`src/rtl/blit_dadd_pipe_pkg.sv`:
```
// rtl/blit_dadd_pipe_pkg.sv - shared blitter data-adder constants, mode encodings and stage-1 lane record
package blit_dadd_pipe_pkg;

    localparam int LANES  = 4;
    localparam int LANE_W = 16;
    localparam int HALF_W = LANE_W / 2;

    typedef enum logic [1:0] {
        DADD_WRAP16 = 2'd0,
        DADD_PAIR32 = 2'd1,
        DADD_SAT    = 2'd2,
        DADD_PASS   = 2'd3
    } dadd_mode_e;

    localparam logic [LANE_W-1:0] SAT_MAX = '1;
    localparam logic [LANE_W-1:0] SAT_MIN = '0;

    // Low byte is already summed; upper operands ride along for stage 2.
    typedef struct packed {
        logic [HALF_W-1:0] lo;
        logic              c8;
        logic [HALF_W-1:0] a_hi;
        logic [HALF_W-1:0] b_hi;
    } s1_lane_t;

endpackage

```
`src/rtl/blit_dadd_pipe_lane.sv`:
```
// rtl/blit_dadd_pipe_lane.sv - one lane of stage 2: upper-byte add, pair carry-in, clamp (BLIT_DADD_SAT_EN)
module blit_dadd_lane
    import blit_dadd_pipe_pkg::*;
#(
    parameter bit CHAIN_IN = 1'b0
) (
    input  s1_lane_t          lane,
    input  dadd_mode_e        mode,
    input  logic              chain_cin,
    output logic [LANE_W-1:0] sum,
    output logic              cout
);

    logic              cin;
    logic [HALF_W:0]   lo_full;
    logic [HALF_W:0]   hi_full;

    always_comb begin
        cin     = CHAIN_IN && (mode == DADD_PAIR32) && chain_cin;
        // c8 and a carry out of lo+cin can never both be set, so OR is exact
        lo_full = {1'b0, lane.lo} + {{HALF_W{1'b0}}, cin};
        hi_full = {1'b0, lane.a_hi} + {1'b0, lane.b_hi}
                + {{HALF_W{1'b0}}, lane.c8 | lo_full[HALF_W]};
        sum     = {hi_full[HALF_W-1:0], lo_full[HALF_W-1:0]};
        cout    = hi_full[HALF_W];
        if (mode == DADD_PASS) begin
            // stage 1 zeroed the low B byte, so lo already holds A's low byte
            sum  = {lane.a_hi, lane.lo};
            cout = 1'b0;
        end
`ifdef BLIT_DADD_SAT_EN
        else if (mode == DADD_SAT) begin
            if (!lane.b_hi[HALF_W-1] && hi_full[HALF_W]) begin
                sum = SAT_MAX;
            end else if (lane.b_hi[HALF_W-1] && !hi_full[HALF_W]) begin
                sum = SAT_MIN;
            end
        end
`endif
    end

endmodule

```
`src/rtl/blit_dadd_pipe.sv`:
```
// rtl/blit_dadd_pipe.sv - two-stage blitter data adder, wrap/pair32/saturate/pass modes (saturate gated by BLIT_DADD_SAT_EN)
module blit_dadd_pipe
    import blit_dadd_pipe_pkg::*;
(
    input  logic              sys_clk,
    input  logic              reset,
    input  logic [LANE_W-1:0] adda_0,
    input  logic [LANE_W-1:0] adda_1,
    input  logic [LANE_W-1:0] adda_2,
    input  logic [LANE_W-1:0] adda_3,
    input  logic [LANE_W-1:0] addb_0,
    input  logic [LANE_W-1:0] addb_1,
    input  logic [LANE_W-1:0] addb_2,
    input  logic [LANE_W-1:0] addb_3,
    input  logic [1:0]        daddmode,
    input  logic              in_valid,
    output logic              in_ready,
    output logic [LANE_W-1:0] sum_0,
    output logic [LANE_W-1:0] sum_1,
    output logic [LANE_W-1:0] sum_2,
    output logic [LANE_W-1:0] sum_3,
    output logic [LANES-1:0]  cout,
    output logic              out_valid,
    input  logic              out_ready
);

    logic [LANE_W-1:0] a [LANES];
    logic [LANE_W-1:0] b [LANES];

    assign a[0] = adda_0;
    assign a[1] = adda_1;
    assign a[2] = adda_2;
    assign a[3] = adda_3;
    assign b[0] = addb_0;
    assign b[1] = addb_1;
    assign b[2] = addb_2;
    assign b[3] = addb_3;

    s1_lane_t          s1_lane_d [LANES];
    s1_lane_t          s1_lane_q [LANES];
    dadd_mode_e        s1_mode;
    logic              s1_valid;
    logic              s2_valid;
    logic              s2_advance;
    logic              s1_pass;
    logic [LANE_W-1:0] s2_sum_d [LANES];
    logic [LANE_W-1:0] s2_sum_q [LANES];
    logic [LANES-1:0]  s2_cout_d;
    logic [LANES-1:0]  s2_cout_q;

    assign s2_advance = !s2_valid || out_ready;
    assign in_ready   = !s1_valid || s2_advance;
    assign s1_pass    = (daddmode == DADD_PASS);

    always_comb begin
        for (int i = 0; i < LANES; i++) begin
            s1_lane_d[i].a_hi = a[i][LANE_W-1:HALF_W];
            s1_lane_d[i].b_hi = b[i][LANE_W-1:HALF_W];
            {s1_lane_d[i].c8, s1_lane_d[i].lo} = {1'b0, a[i][HALF_W-1:0]}
                + {1'b0, (s1_pass ? {HALF_W{1'b0}} : b[i][HALF_W-1:0])};
        end
    end

    // Lanes are paired (even, odd); the odd lane may take the even lane's carry.
    for (genvar p = 0; p < LANES / 2; p++) begin : g_pair
        logic lo_cout;
        logic hi_cout;

        blit_dadd_lane #(.CHAIN_IN(1'b0)) u_lane_lo (
            .lane      (s1_lane_q[2*p]),
            .mode      (s1_mode),
            .chain_cin (1'b0),
            .sum       (s2_sum_d[2*p]),
            .cout      (lo_cout)
        );

        blit_dadd_lane #(.CHAIN_IN(1'b1)) u_lane_hi (
            .lane      (s1_lane_q[2*p+1]),
            .mode      (s1_mode),
            .chain_cin (lo_cout),
            .sum       (s2_sum_d[2*p+1]),
            .cout      (hi_cout)
        );

        assign s2_cout_d[2*p]   = lo_cout;
        assign s2_cout_d[2*p+1] = hi_cout;
    end

    always_ff @(posedge sys_clk or posedge reset) begin
        if (reset) begin
            s1_valid  <= 1'b0;
            s2_valid  <= 1'b0;
            s1_mode   <= DADD_WRAP16;
            s2_cout_q <= '0;
            for (int i = 0; i < LANES; i++) begin
                s1_lane_q[i] <= '0;
                s2_sum_q[i]  <= '0;
            end
        end else begin
            if (in_ready) begin
                s1_valid <= in_valid;
                if (in_valid) begin
                    s1_mode <= dadd_mode_e'(daddmode);
                    for (int i = 0; i < LANES; i++) begin
                        s1_lane_q[i] <= s1_lane_d[i];
                    end
                end
            end
            if (s2_advance) begin
                s2_valid <= s1_valid;
                if (s1_valid) begin
                    s2_cout_q <= s2_cout_d;
                    for (int i = 0; i < LANES; i++) begin
                        s2_sum_q[i] <= s2_sum_d[i];
                    end
                end
            end
        end
    end

    assign out_valid = s2_valid;
    assign cout      = s2_cout_q;
    assign sum_0     = s2_sum_q[0];
    assign sum_1     = s2_sum_q[1];
    assign sum_2     = s2_sum_q[2];
    assign sum_3     = s2_sum_q[3];

endmodule
```
`config.mk`:
```
export PLATFORM = sky130hd
export DESIGN_NAME = blit_dadd_pipe
export DESIGN_NICKNAME = d
export VERILOG_FILES = /design/src/rtl/blit_dadd_pipe_pkg.sv /design/src/rtl/blit_dadd_pipe_lane.sv /design/src/rtl/blit_dadd_pipe.sv
export SDC_FILE = /design/constraint.sdc
export NUM_CORES = 1
export LEC_CHECK = 0
export BUFFER_PORTS_ARGS = -buffer_cell sky130_fd_sc_hd__buf_4
export CAP_MARGIN = 10
export CORE_AREA = 2 2 175 177
export CTS_BUF_LIST = sky130_fd_sc_hd__clkbuf_8
export CTS_CLUSTER_SIZE = 24
export DETAILED_ROUTE_END_ITERATION = 10
export DIE_AREA = 0 0 177 179
export SYNTH_ARGS = -nofsm -noshare
export SYNTH_HDL_FRONTEND = slang
export SYNTH_HIERARCHICAL = 1
export SYNTH_SLANG_ARGS = --single-unit
```
`constraint.sdc`:
```
create_clock -name sys_clk -period 6.2 [get_ports sys_clk]
set_input_delay 0.31 -clock sys_clk [delete_from_list [all_inputs] [get_ports sys_clk]]
set_output_delay 0.31 -clock sys_clk [all_outputs]
set_load 0.005 [all_outputs]
```
After elaboration in Yosys (flattened, before gate mapping)
Cells that the tools add are included.
{ "word_totals": {"regBits": 172, "latchBits": 0, "ramBits": 0, "romBits": 0, "inputBits": 134, "out_inout_bits": 70, "elab_cells": 63, "memories": 0} }
{ "classes": {"addsub": 14, "mul": 0, "n_div": 0, "order_cmp": 0, "n_eq_ne": 3, "n_shift": 0, "n_mux": 12, "bitwise_logic": 2, "n_reduce_logical": 8} }
{ "ops": {"columns": ["op", "count"], "rows": [
  ["$add 8x8->9", 8],
  ["$mux 16", 4],
  ["$add 9x1->9", 4],
  ["$mux 8", 4],
  ["$add 8x1->9", 2],
  ["$eq 2x2->1 const B", 2],
  ["$mux 1", 4],
  ["$reduce_and 2->1", 2],
  ["$eq 2x1->1 const B", 1],
  ["$logic_and 1x1->1", 2],
  ["$logic_not 1->1", 2],
  ["$logic_or 1x1->1", 2],
  ["$or 1x1->1", 2]
]} }

Logic depth before layout (Yosys ltp)
Gate-level depths: netlist (run 1).
{ "depth": {"word_depth": 8, "depth_mapped": 23, "mapped_depth_nobuf": 23} }

By module
The synthesis (run 1) kept the hierarchy.
{ "by_module_without_submodules": {"columns": ["module", "instances", "cells_per_inst", "area_each_um2", "seq_area_each_um2"], "rows": [
  ["blit_dadd_pipe", 1, 741, 7801.2, 4304.1],
  ["blit_dadd_lane (g_pair[0].u_lane_hi ...)", 2, 87, 594.3, 0.0],
  ["blit_dadd_lane (g_pair[0].u_lane_lo ...)", 2, 68, 491.7, 0.0]
]} }

Least setup slack after synthesis (run 1)
Ideal clock, no wire load.
{ "synth_timing": {"path_kind": "flip-flop to flip-flop", "start": "register s1_lane_q[83] in the netlist's numbering", "end": "register s2_sum_q (netlist bit sum_1[14])", "setup_ps": 125, "t_arrival_ps": 4059, "required_time_ps": 6075, "path_slack_ps": 2017, "path_stages_with_launch": 24, "n_path_buf": 0, "synth_period_minus_slack_ps": 4183, "cell_sequence": "dfrtp_1 > fa_1 > inv_1 > fa_1 > nor2b_4 > o31ai_2 > a21oi_1 > o21ai_0 > a21oi_1 > nand2_1 > nor2_1 > ha_1 > ha_1 > nand3_1 > nor2_1 > nor2_1 > fa_1 > fa_1 > nor2b_1 > o31a_1 > o311a_1 > a211oi_1 > a21o_1 > mux2_2"} }
{ "synth_lines": {"columns": ["item", "line", "text"], "rows": [
  ["start, declared", "blit_dadd_pipe.sv:40", "s1_lane_t s1_lane_q [LANES];"],
  ["start signal, assigned by index", "blit_dadd_pipe.sv:105", "s1_lane_q[i] <= s1_lane_d[i];"],
  ["end signal, assigned by index", "blit_dadd_pipe.sv:114", "s2_sum_q[i] <= s2_sum_d[i];"],
  ["end, declared", "blit_dadd_pipe.sv:47", "logic [LANE_W-1:0] s2_sum_q [LANES];"]
]} }

==> impl_metrics.tcl, run 1 <==
set metrics [dict create \
    status "complete, no violations" \
    fmax_ghz 0.2108 \
    layoutNonFillerInstCount 1656 \
    syn_area_sq_mm 0.009970 \
    hp-class "in2reg" \
    hold_viol_final 0 \
    cp-end-kind "register" \
    cp.arrival_ns 5.09 \
    cts_tree "yes" \
    critical_path_class "reg2reg" \
    grt.overflow.total 0 \
    critPathRequiredTime_ns 6.55 \
    worst_pin_slew_ns 1.093 \
    ant_nets 0 \
    dieHeight_um 179 \
    numCtsBuffers 17 \
    clk_latency_ns 0.48 \
    dieArea_sq_mm 0.03168 \
    syn_nets 1260 \
    initial_utilization_pct 33.20 \
    p_leak_nw 6.008 \
    place_ws_ns 1.488 \
    drive_above_1_share_pct 26.15 \
    syn_inst 1050 \
    htreeDepth 4 \
    cts_root_buf "clkbuf_8" \
    crit_path_start_kind "register" \
    rsz0062_at_grt "false" \
    num_vias 7912 \
    fill_cells 3025 \
    fin_worst_skew_ns 0.02203 \
    clock-sinks 172 \
    setup_slack_ns 1.457 \
    cellPowerDensity_mw_per_mm2 302.1 \
    final_common_cell "nand2_1" \
    std_cell_rows 64 \
    grt_pass1_wl_um 40810 \
    drc 0 \
    avgRoutedWirePerCell_um 15.57 \
    ir_drop_uv 155.3 \
    io_pins 204 \
    crit_fanout 3 \
    finalMaxSlewViolations 0 \
    p_total_mw 3.709 \
    gp_congestion 0.8073 \
    clock_path_buffers 2 \
    wl_um 25790 \
    grt_pass1_vias 7895 \
    synth.yosys.warnings 6 \
    dp_hpwl_um 18650 \
    cap_violations 0 \
    coreArea_sq_mm 0.03003 \
    io_buffers 203 \
    vias_per_cell 4.778 \
    area_growth_pct 23.17 \
    grt_max_degree 83 \
    fin_crit_ns 4.743 \
    setup_violations 0 \
    drtIter0Drc 357 \
    grt.total_usage_pct 16.54 \
    postSynthAreaPerCell_sq_um 9.495 \
    fin_util_pct 40.89 \
    clk_pin_slew_ns 0.09 \
    tns_ns 0 \
    drt_pass1_iterations 4 \
    most-common-layout-cells "nand2_1 (283), buf_4 (209), dfrtp_1 (172)" \
    nets 1455 \
    min_period_over_period_pct 76.50 \
    antenna_found_initial 1 \
    slew_headroom_pct 27.11 \
    dp_cells 1601 \
    die_width_um 177 \
]
state kept, by name, summed over array words and instances, names as in the netlist:
register / count
s1_lane_q: 100
sum_0: 16
sum_1: 16
sum_2: 16
sum_3: 16
cout: 4
s1_mode: 2
out_valid: 1
s1_valid: 1
area by class of cell:
class / count / area (sq um) / area share (%)
repair buffers: 230 / 1779 / 14.49
diodes: 2 / 5.005 / 0.04076
inverters: 26 / 102.6 / 0.8355
clock buffers: 17 / 234.0 / 1.905
well taps: 396 / 495.5 / 4.035
flip-flops and latches: 172 / 4304 / 35.05
multi-input cells: 798 / 5220 / 42.51
clock inverters: 15 / 138.9 / 1.131
power by group:
group	total [mW]	internal, mW	switching, mW
registers	1.61	1.41	0.204
logic	1.31	0.731	0.583
clock network	0.781	0.323	0.458
total	3.71	2.46	1.24
path summary, 6_finish.rpt:
path,startpoint,cells after the start,to,slack (ns)
setup / recovery,s1_lane_q[33],23,sum_3[14],1.46
hold / removal,addb_1[10],3,s1_lane_q[52],0.04
setup reg to reg,s1_lane_q[33],23,sum_3[14],1.46
hold reg to reg,s1_lane_q[99],2,s1_lane_q[99],0.49
max in group asynchronous,reset,4,sum_0[10],4.58
min in group asynchronous,reset,3,s1_lane_q[54],0.38
repair_timing:
action,4_1_cts,5_1_grt
hold endpoints to repair,62,0
hold buffers,21,0
resized for setup,0,0
setup buffers,0,0
metal layers:
layer	vias up	track usage [%]	routed length [um]
met3	21	3.986	1313
li1	3937	-	-
met1	3808	21.31	11630
met5	-	0	0
met4	0	4.787	322
met2	146	27.59	12520
per-stage QoR:
stage               hold slack [ns]  area (sq um)
floorplan                    0.4154          9970
global placement             0.3382         11690
detailed placement           0.3347         11690
CTS                       0.0001534         12270
global route               0.002317         12270
finish                      0.03649         12280
critical path: stages (launching register included):
cell and delay, ns:
dfrtp_1 0.40, fa_1 0.26, inv_1 0.07, fa_1 0.43, nor2b_4 0.14, o31ai_2 0.08
a21oi_1 0.18, o21ai_0 0.10, a21oi_1 0.21, nand2_1 0.13, nor2_1 0.12, ha_1 0.18
ha_1 0.20, nand3_1 0.08, nor2_1 0.08, nor2_1 0.06, fa_1 0.44, fa_1 0.43
nor2b_1 0.17, o31a_1 0.20, o311a_1 0.19, a211oi_1 0.06, a21o_1 0.17, mux2_2 0.25
Note: power is estimated with default switching activity, not from simulation.
==> inputs of run 2 (changes only) <==
==> constraint.sdc (replaced) <==
create_clock -name sys_clk -period 4.1 [get_ports sys_clk]
set_input_delay 0.205 -clock sys_clk [delete_from_list [all_inputs] [get_ports sys_clk]]
set_output_delay 0.205 -clock sys_clk [all_outputs]
set_load 0.005 [all_outputs]
==> run 2 against run 1 <==
  * The run now ends with negative setup slack left
  * Final cell count grew 5.9%
  * Clock-buffer cell count grew 1
  * Clock power grew 70%
  * Global-route usage grew 0.70 points
  * First-iteration DRC count shrank 9.8%
  * Critical path type unchanged
  * Largest cell class unchanged
  * Highest routed layer unchanged
==> impl_metrics.tcl, run 2 (synthesis gave the netlist of run 1 again) <==
set metrics [dict create \
    grt_pass1_vias 8412 \
    dp_cells 1636 \
    p_leak_nw 6.496 \
    hold_viol_final 0 \
    cts_tree "yes" \
    finalMaxSlewViolations 0 \
    cts_root_buf "clkbuf_8" \
    std_cell_rows 64 \
    rsz0062_at_grt "true" \
    final_common_cell "nand2_1" \
    ir_drop_uv 206.9 \
    place_ws_ns -0.4342 \
    die_width_um 177 \
    setup_slack_ns -0.1585 \
    grt_pass1_wl_um 42960 \
    fin_crit_ns 4.258 \
    wl_um 26740 \
    critPathRequiredTime_ns 4.46 \
    critical_path_class "reg2reg" \
    largest_reg_flops 100 \
    whs_ns 0.08772 \
    htreeDepth 4 \
    area_growth_pct 33.71 \
    slew_headroom_pct 27.31 \
    cellPowerDensity_mw_per_mm2 447.6 \
    gp_congestion 0.8479 \
    fmax_ghz 0.2348 \
    grt_max_degree 92 \
    status "finished, violations left" \
    multi_input_area_sq_mm 0.005341 \
    drc 0 \
    nets 1551 \
    violations "negative setup slack" \
    dieArea_sq_mm 0.03168 \
    crit_path_start_kind "register" \
    antenna_found_initial 3 \
    clock_path_buffers 2 \
    regArea_sq_mm 0.004304 \
    io_pins 204 \
    clock-sinks 172 \
    cp-end-kind "register" \
    num_vias 8218 \
    fin_util_pct 44.39 \
    fin_worst_skew_ns 0.02330 \
    setup_violations 5 \
    ant_nets 0 \
    cap_violations 0 \
    worst_pin_slew_ns 1.090 \
    numCtsBuffers 17 \
    min_period_over_period_pct 103.9 \
    largest-register "s1_lane_q" \
    avgRoutedWirePerCell_um 15.25 \
    hp-class "in2reg" \
    io_buffers 203 \
    dieHeight_um 179 \
    drive_above_1_share_pct 29.84 \
    most-common-layout-cells "nand2_1 (283), buf_4 (254), dfrtp_1 (172)" \
    clk_latency_ns 0.47 \
    clk_pin_slew_ns 0.11 \
    grt.overflow.total 0 \
    cp.arrival_ns 4.62 \
    fill_cells 2942 \
    initial_utilization_pct 33.20 \
    crit_fanout 2 \
    coreArea_sq_mm 0.03003 \
    layoutNonFillerInstCount 1753 \
    dp_hpwl_um 18990 \
    drt_pass1_iterations 4 \
    vias_per_cell 4.688 \
    drtIter0Drc 322 \
    grt.total_usage_pct 17.24 \
]
run 2: cell type report:
cell class	instances	share of cell area, %
multi-input cells	798	40.07
flip-flops and latches	172	32.29
repair buffers	326	19.88
well taps	396	3.717
clock buffers	18	1.858
clock inverters	14	1.370
inverters	26	0.7603
diodes	3	0.05632
run 2: repair_timing:
action | in CTS | in global routing
hold buffers | 68 | 0
buffers inserted | 7 | 8
setup endpoints to repair | 10 | 12
endpoints found under the hold margin | 102 | 0
pin swaps | 8 | 10
resized for setup | 34 | 3
run 2: through the flow:
| stage | setup TNS [ns] | power [mW] | area, sq um |
|---|---|---|---|
| 2_1_floorplan | 0 | 3.637 | 9983 |
| 3_3_place_gp | -1.988 | 4.532 | 11990 |
| 3_5_place_dp | -2.723 | 4.570 | 11990 |
| 4_1_cts | -0.8383 | 6.039 | 13260 |
| 5_1_grt | -2.441 | 6.411 | 13320 |
| 6_report | -0.4109 | 5.966 | 13330 |
run 2: final timing paths:
| path | startpoint | cells past startpoint | end | slack, ns |
|---|---|---|---|---|
| min in group asynchronous | reset | 3 | s1_lane_q[52] | 0.46 |
| worst max-delay path | s1_lane_q[25] | 23 | sum_3[14] | -0.16 |
| worst min-delay path | adda_1[0] | 4 | s1_lane_q[67] | 0.09 |
| max in group asynchronous | reset | 4 | sum_2[6] | 2.78 |
| worst min register to register | s1_lane_q[44] | 2 | s1_lane_q[44] | 0.48 |
| worst max register to register | s1_lane_q[25] | 23 | sum_3[14] | -0.16 |
run 2: power by group:
part           total, mW  leakage (nW)  switching, mW  internal (mW)
Sequential          2.44          2.08          0.304           2.13
Combinational       2.20          4.19          0.946           1.26
Clock               1.33         0.224          0.691          0.636
Total               5.97          6.50           1.94           4.02
run 2: critical path: stages (launching register included):
cell and delay, ns:
dfrtp_1 0.39, fa_2 0.23, inv_2 0.04, fa_2 0.36, nor2b_4 0.16, o31ai_4 0.07
a21oi_2 0.16, o21ai_1 0.09, a21oi_2 0.19, nand2_1 0.09, nor2_2 0.11, ha_2 0.22
ha_4 0.15, nand3_2 0.05, nor2_1 0.09, nor2_1 0.06, fa_2 0.37, fa_2 0.36
nor2b_2 0.15, o31a_1 0.17, o311a_1 0.18, a211oi_1 0.06, a21o_1 0.17, mux2_2 0.25
run 2: per-layer routing:
metal | vias to the layer above | GRT usage [%] | wire, um
met5 | - | 0 | 0
met4 | 0 | 4.614 | 378
met3 | 19 | 3.817 | 1168
met2 | 142 | 30.07 | 13350
met1 | 3919 | 21.49 | 11850
li1 | 4138 | - | -
